$ cat src/rtl/brownout_pkg.sv
// -----------------------------------------------------------------------------
// brownout_pkg
// Shared definitions for the brownout detector digital back end:
//   - bo_state_t : FSM state encoding used by brownout_filt_timer
//   - HOLD_N_*   : recovery hold lengths (osc_ck cycles) for each tsel code
//   - *_DEF      : default structural constants for the top level
//   - hold_n()   : maps a tsel code to its hold length
// -----------------------------------------------------------------------------
package brownout_pkg;

    typedef enum logic [2:0] {
        S_OFF      = 3'd0,
        S_BROWNOUT = 3'd1,
        S_HOLD     = 3'd2,
        S_OK       = 3'd3,
        S_DEBOUNCE = 3'd4
    } bo_state_t;

    // Hold lengths selected by tsel, in osc_ck cycles.
    localparam int HOLD_N_0 = 256;
    localparam int HOLD_N_1 = 1024;
    localparam int HOLD_N_2 = 4096;
    localparam int HOLD_N_3 = 16384;

    localparam int SYNC_STAGES_DEF = 2;
    localparam int FILT_CNT_DEF    = 8;
    localparam int TMR_W_DEF       = 14;

    // Filter counter width: wide enough for FILT_CNT up to 15.
    localparam int FILT_W = 4;

    function automatic int hold_n(input logic [1:0] sel);
        case (sel)
            2'd0:    return HOLD_N_0;
            2'd1:    return HOLD_N_1;
            2'd2:    return HOLD_N_2;
            default: return HOLD_N_3;
        endcase
    endfunction

endpackage

$ cat src/rtl/bo_sync.sv
// -----------------------------------------------------------------------------
// bo_sync
// Multi-flop synchronizer for a single asynchronous level input.
// Ports:
//   clk  in  1  sampling clock
//   rst  in  1  synchronous reset, active-high; clears the chain to 0
//   d    in  1  asynchronous input
//   q    out 1  d after STAGES flops
// Parameter STAGES must be at least 2.
// -----------------------------------------------------------------------------
module bo_sync
    import brownout_pkg::*;
#(
    parameter int STAGES = SYNC_STAGES_DEF
) (
    input  logic clk,
    input  logic rst,
    input  logic d,
    output logic q
);

    logic [STAGES-1:0] sync_p0;

    always_ff @(posedge clk) begin
        if (rst) begin
            sync_p0 <= '0;
        end else begin
            sync_p0 <= {sync_p0[STAGES-2:0], d};
        end
    end

    assign q = sync_p0[STAGES-1];

endmodule

$ cat src/rtl/brownout_filt_timer.sv
// -----------------------------------------------------------------------------
// brownout_filt_timer
// Digital back end of the brownout detector, clocked by the RC oscillator.
// Synchronizes and debounces the undervoltage comparator, raises a filtered
// brownout flag and holds it for a programmable time after the supply returns.
//
// Ports:
//   osc_ck      in  1  clock from the RC oscillator
//   rst         in  1  synchronous reset, active-high
//   ena         in  1  block enable (quasi-static level)
//   vunder      in  1  raw comparator output, async; 1 = supply low
//   tsel        in  2  hold select: 0=256, 1=1024, 2=4096, 3=16384 cycles
//   force_brout in  1  (BROWNOUT_FORCE_EN only) force the brownout state
//   brout_filt  out 1  filtered brownout, registered; 1 = hold system in reset
//   timed_out   out 1  one-cycle pulse when the hold expires
//
// Build option: define BROWNOUT_FORCE_EN to add the force_brout input.
// -----------------------------------------------------------------------------
module brownout_filt_timer
    import brownout_pkg::*;
#(
    parameter int SYNC_STAGES = SYNC_STAGES_DEF,
    parameter int FILT_CNT    = FILT_CNT_DEF,
    parameter int TMR_W       = TMR_W_DEF
) (
    input  logic       osc_ck,
    input  logic       rst,
    input  logic       ena,
    input  logic       vunder,
    input  logic [1:0] tsel,
`ifdef BROWNOUT_FORCE_EN
    input  logic       force_brout,
`endif
    output logic       brout_filt,
    output logic       timed_out
);

    logic              vunder_s;
    logic              force_req;
    bo_state_t         state;
    logic [TMR_W-1:0]  hold_cnt;
    logic [FILT_W-1:0] filt_cnt;

`ifdef BROWNOUT_FORCE_EN
    assign force_req = force_brout;
`else
    assign force_req = 1'b0;
`endif

    // Hold counter counts HOLD_N-1 down to 0 and expires on the following
    // edge, so brout_filt falls exactly HOLD_N edges after HOLD entry.
    function automatic logic [TMR_W-1:0] hold_load(input logic [1:0] sel);
        return TMR_W'(hold_n(sel) - 1);
    endfunction

    function automatic logic [TMR_W-1:0] hold_dec(input logic [TMR_W-1:0] c);
        return (c == '0) ? c : c - TMR_W'(1);
    endfunction

    function automatic logic [FILT_W-1:0] filt_inc(input logic [FILT_W-1:0] c);
        return (c == {FILT_W{1'b1}}) ? c : c + FILT_W'(1);
    endfunction

    // Stage p0: synchronizer on the asynchronous comparator output
    bo_sync #(
        .STAGES (SYNC_STAGES)
    ) u_sync_vunder (
        .clk (osc_ck),
        .rst (rst),
        .d   (vunder),
        .q   (vunder_s)
    );

    // Stage p1: filter / hold FSM with registered outputs
    always_ff @(posedge osc_ck) begin
        if (rst) begin
            state      <= S_OFF;
            hold_cnt   <= '0;
            filt_cnt   <= '0;
            brout_filt <= 1'b0;
            timed_out  <= 1'b0;
        end else begin
            timed_out <= 1'b0;
            if (!ena) begin
                state      <= S_OFF;
                hold_cnt   <= '0;
                filt_cnt   <= '0;
                brout_filt <= 1'b0;
            end else if (force_req) begin
                state      <= S_BROWNOUT;
                hold_cnt   <= '0;
                filt_cnt   <= '0;
                brout_filt <= 1'b1;
            end else begin
                case (state)
                    S_OFF: begin
                        // Enabling behaves like a power-up brownout.
                        state      <= S_BROWNOUT;
                        hold_cnt   <= '0;
                        filt_cnt   <= '0;
                        brout_filt <= 1'b1;
                    end

                    S_BROWNOUT: begin
                        brout_filt <= 1'b1;
                        filt_cnt   <= '0;
                        if (!vunder_s) begin
                            // tsel is captured only here; later changes do
                            // not affect a hold already in progress.
                            state    <= S_HOLD;
                            hold_cnt <= hold_load(tsel);
                        end
                    end

                    S_HOLD: begin
                        if (vunder_s) begin
                            // Supply dipped again: drop the partial hold.
                            state      <= S_BROWNOUT;
                            hold_cnt   <= '0;
                            brout_filt <= 1'b1;
                        end else if (hold_cnt == '0) begin
                            state      <= S_OK;
                            brout_filt <= 1'b0;
                            timed_out  <= 1'b1;
                        end else begin
                            hold_cnt   <= hold_dec(hold_cnt);
                            brout_filt <= 1'b1;
                        end
                    end

                    S_OK: begin
                        brout_filt <= 1'b0;
                        hold_cnt   <= '0;
                        if (vunder_s) begin
                            if (FILT_CNT <= 1) begin
                                state      <= S_BROWNOUT;
                                filt_cnt   <= '0;
                                brout_filt <= 1'b1;
                            end else begin
                                state    <= S_DEBOUNCE;
                                filt_cnt <= FILT_W'(1);
                            end
                        end else begin
                            filt_cnt <= '0;
                        end
                    end

                    S_DEBOUNCE: begin
                        brout_filt <= 1'b0;
                        if (!vunder_s) begin
                            state    <= S_OK;
                            filt_cnt <= '0;
                        end else if (filt_inc(filt_cnt) >= FILT_W'(FILT_CNT)) begin
                            // This edge registers the FILT_CNT-th high sample.
                            state      <= S_BROWNOUT;
                            filt_cnt   <= '0;
                            brout_filt <= 1'b1;
                        end else begin
                            filt_cnt <= filt_inc(filt_cnt);
                        end
                    end

                    default: begin
                        state      <= S_OFF;
                        hold_cnt   <= '0;
                        filt_cnt   <= '0;
                        brout_filt <= 1'b0;
                    end
                endcase
            end
        end
    end

endmodule

$ cat config.mk
export PLATFORM = sky130hd
export DESIGN_NAME = brownout_filt_timer
export DESIGN_NICKNAME = d
export VERILOG_FILES = /design/src/rtl/brownout_pkg.sv /design/src/rtl/bo_sync.sv /design/src/rtl/brownout_filt_timer.sv
export SDC_FILE = /design/constraint.sdc
export NUM_CORES = 1
export LEC_CHECK = 0
export BUFFER_PORTS_ARGS = -buffer_cell sky130_fd_sc_hd__clkbuf_2
export CORE_MARGIN = 1
export CORE_UTILIZATION = 57
export CTS_BUF_LIST = sky130_fd_sc_hd__clkbuf_2
export DETAILED_ROUTE_END_ITERATION = 8
export PLACE_DENSITY = 0.89
export SYNTH_ARGS = -nofsm -noshare
export SYNTH_HDL_FRONTEND = slang
export SYNTH_SLANG_ARGS = --single-unit
$ cat constraint.sdc
create_clock -name osc_ck -period 2 [get_ports osc_ck]
set_input_delay 0.2 -clock osc_ck [delete_from_list [all_inputs] [get_ports osc_ck]]
set_output_delay 0.2 -clock osc_ck [all_outputs]
set_load 0.05 [all_outputs]
==> impl_metrics.csv <==
group,metric,value,unit
power_and_ir_drop,p_seq_frac,0.498,
worst_setup_path,r2r_slack,0.02,ns
placement,numPortBuffers,7,
cts,clk_latency,0.37,ns
floorplan,dieArea,3012,um^2
grt,grt_pass1_vias,1631,
grt,grt_usage,0.3525,
yosys,syn_nets,203,
sta,setup_viol,0,
floorplan,chipWidth,54.88,um
drt,routed_wl,4955,um
cts,cts_tree,"yes",
drt,wl_per_cell,19.66,um
grt,antenna_found_initial,0,
yosys,seq_area_frac_synth,0.3140,
sta,worst_pin_slew,0.5951,ns
outcome,outcome,"completed",
yosys,yosys_warnings,0,
finish,drive_gt1_frac,0.2793,
power_and_ir_drop,power_density,555.3,nW/um^2
finish,antenna_cells,0,
cts,clk_pin_slew,0.25,ns
yosys,async_reset_ff_frac,0,
cts,htree_levels,1,
finish,syn_to_final_growth,20.49,%
sta,min_period,1.981,ns
hold_path,holdPathStages,2,
cts,cts.sinks,25,
sta,fmax,504.7,MHz
floorplan,ioPinCount,8,
sta,slew_headroom,0.5930,
power_and_ir_drop,switchingPower,0.3601,mW
cts,clk_path_buf_depth,2,
cts,cts_buffers,3,
power_and_ir_drop,ir_drop,0.0006326,V
yosys,postSynthAreaPerCell,8.217,um^2
worst_setup_path,cp.required,2.30,ns
power_and_ir_drop,swShare,0.3377,
sta,fin_crit_sh,0.9906,
yosys,synth-edff-count,0,
power_and_ir_drop,power.leakage,0.7317,nW
drt,drt-vias-per-instance,7.242,
drt,drc,0,
grt,grt_max_degree,15,
finish,layout_common_cells,"buf_4 (30), dfxtp_1 (23), nand2_1 (12)",
drt,ant_nets,0,
drt,drt_first_iter_violations,147,
sta,worst_hold_slack,0.02646,ns
sta,rsz0062_at_grt,"yes",
sta,finalHoldViolCount,0,
worst_setup_path,crit_fanout,5,
grt,grt_first_pass_wirelength,7472,um
floorplan,fp-row-count,18,
worst_setup_path,crit_arrival,2.28,ns
yosys,syn_area,1594,um^2
cts,cts_root_buf,"clkbuf_2",
finish,fin_area,1921,um^2
finish,finalNetCount,232,
worst_setup_path,worst-setup-path-type,"register to register",
yosys,ys_types,52,
worst_setup_path,endpoint_kind,"register",
floorplan,fp.dieH,54.88,um
run,drv_cap,0,
placement,dp_hpwl,3301,um
power_and_ir_drop,internal_power,0.7063,mW
sta,skew,0.01029,ns
floorplan,core,2567,um^2
grt,globalRoute.totalOverflow,0,
sta,slew_violations,0,
hold_path,hold_path_class,"input pin to register",
power_and_ir_drop,power_frac_comb,0.299,
yosys,netlist_instances,194,
worst_setup_path,worstSetupStartpointType,"register",
finish,final_common_cell,"buf_4",
drt,via_count,1825,
finish,final_core_util,0.7481,
placement,placed_area,1809,um^2
drt,drtPass1Iterations,5,
finish,fillers,188,
yosys,synth-seq-cells,25,
placement,gp_congestion,0.9845,
power_and_ir_drop,p_clk_frac,0.203,
floorplan,initial_core_util,0.6209,
yosys,ys.flop_type,"dfxtp_1",
worst_setup_path,r2r_cells,8,
[critical path: stages (launching register included)]
cell	delay [ns]
dfxtp_2	0.39
inv_2	0.08
ha_4	0.13
or4b_4	0.45
buf_4	0.17
nor3_4	0.17
buf_6	0.16
a21oi_1	0.11
a32o_1	0.24
[metrics by stage]
| step | setup TNS (ns) | setup slack [ns] | instances | power, mW |
|---|---|---|---|---|
| floorplan | -0.02831 | -0.02831 | 194 | 0.7198 |
| global placement | 0 | 0.06841 | 242 | 0.8010 |
| detailed placement | 0 | 0.001324 | 242 | 0.8168 |
| CTS | 0 | 0.01721 | 250 | 1.030 |
| global route | -0.3231 | -0.06634 | 252 | 1.097 |
| finish | 0 | 0.01881 | 252 | 1.066 |
[power groups by stage]
stage               Clock [mW]  Combinational [mW]  Sequential [mW]
floorplan                    0               0.175            0.545
global placement             0               0.265            0.536
detailed placement           0               0.279            0.538
CTS                      0.211               0.291            0.529
global route             0.226               0.339            0.532
finish                   0.217               0.319            0.531
[layout make-up]
| class | count | area [um^2] | share of cell area |
|---|---|---|---|
| well taps | 30 | 37.54 | 0.01954 |
| repair buffers | 40 | 286.5 | 0.1492 |
| multi-input cells | 147 | 1051 | 0.5472 |
| inverters | 6 | 22.52 | 0.01173 |
| clock buffers | 4 | 20.02 | 0.01042 |
| flip-flops and latches | 25 | 503.0 | 0.2619 |
[cells by family after synthesis]
logic type,after synthesis,synth area share
fa+ha+maj,3,0.02355
compound gates,63,0.2967
xor+xnor,1,0.005496
simple gates,79,0.2999
mux,1,0.006280
buf+inv,22,0.05415
flops,25,0.3140
[Yosys cell counts, drive strengths merged, types with 2 or more instances]
| cell type | number | share of area |
|---|---|---|
| a2111oi | 2 | 0.023 |
| a211o | 2 | 0.011 |
| a211oi | 7 | 0.033 |
| a21oi | 8 | 0.025 |
| a31oi | 8 | 0.031 |
| a32o | 3 | 0.019 |
| a32oi | 2 | 0.011 |
| and2 | 3 | 0.012 |
| and3 | 2 | 0.0078 |
| buf | 4 | 0.012 |
| clkbuf | 12 | 0.028 |
| dfxtp | 25 | 0.31 |
| ha | 3 | 0.024 |
| inv | 6 | 0.014 |
| nand2 | 12 | 0.028 |
| nand2b | 5 | 0.020 |
| nand3 | 9 | 0.028 |
| nand4 | 3 | 0.012 |
| nand4b | 2 | 0.011 |
| nor2 | 10 | 0.024 |
| nor2b | 5 | 0.020 |
| nor3 | 10 | 0.031 |
| nor4 | 4 | 0.020 |
| nor4b | 2 | 0.020 |
| o21ai | 9 | 0.028 |
| o221ai | 3 | 0.016 |
| o311ai | 2 | 0.011 |
| o31a | 3 | 0.016 |
| o31ai | 4 | 0.019 |
| o32ai | 3 | 0.016 |
| or3b | 2 | 0.011 |
| or4 | 4 | 0.024 |
| or4b | 2 | 0.013 |
[final timing paths]
check | start | end
worst max-delay path | hold_cnt[0]$_SDFFE_PP0P_ | hold_cnt[2]$_SDFFE_PP0P_
worst min-delay path | vunder | u_sync_vunder.sync_p0[0]$_SDFF_PP0_
worst max register to register | hold_cnt[0]$_SDFFE_PP0P_ | hold_cnt[2]$_SDFFE_PP0P_
worst min register to register | u_sync_vunder.sync_p0[0]$_SDFF_PP0_ | u_sync_vunder.sync_p0[1]$_SDFF_PP0_
[repair_timing]
action / 4_1_cts / 5_1_grt
hold endpoints to repair: 0 / 2
pin swaps: 2 / 2
gates resized for setup: 6 / 7
cloned: 0 / 1
hold buffers: 0 / 1
setup endpoints to repair: 1 / 15
buffers inserted: 4 / 0
[routing by layer]
layer	wire [um]	global-route usage
met3	464	0.05278
met5	0	0
met4	197	0.1709
met1	1936	0.4441
met2	2357	0.5783
[registers in the layout, summed over array words and instances, names as in the netlist]
register / count
brout_filt: 1
timed_out: 1
filt_cnt: 4
state: 3
hold_cnt: 14
u_sync_vunder.sync_p0: 2
Note: power is estimated with default switching activity, not from simulation.
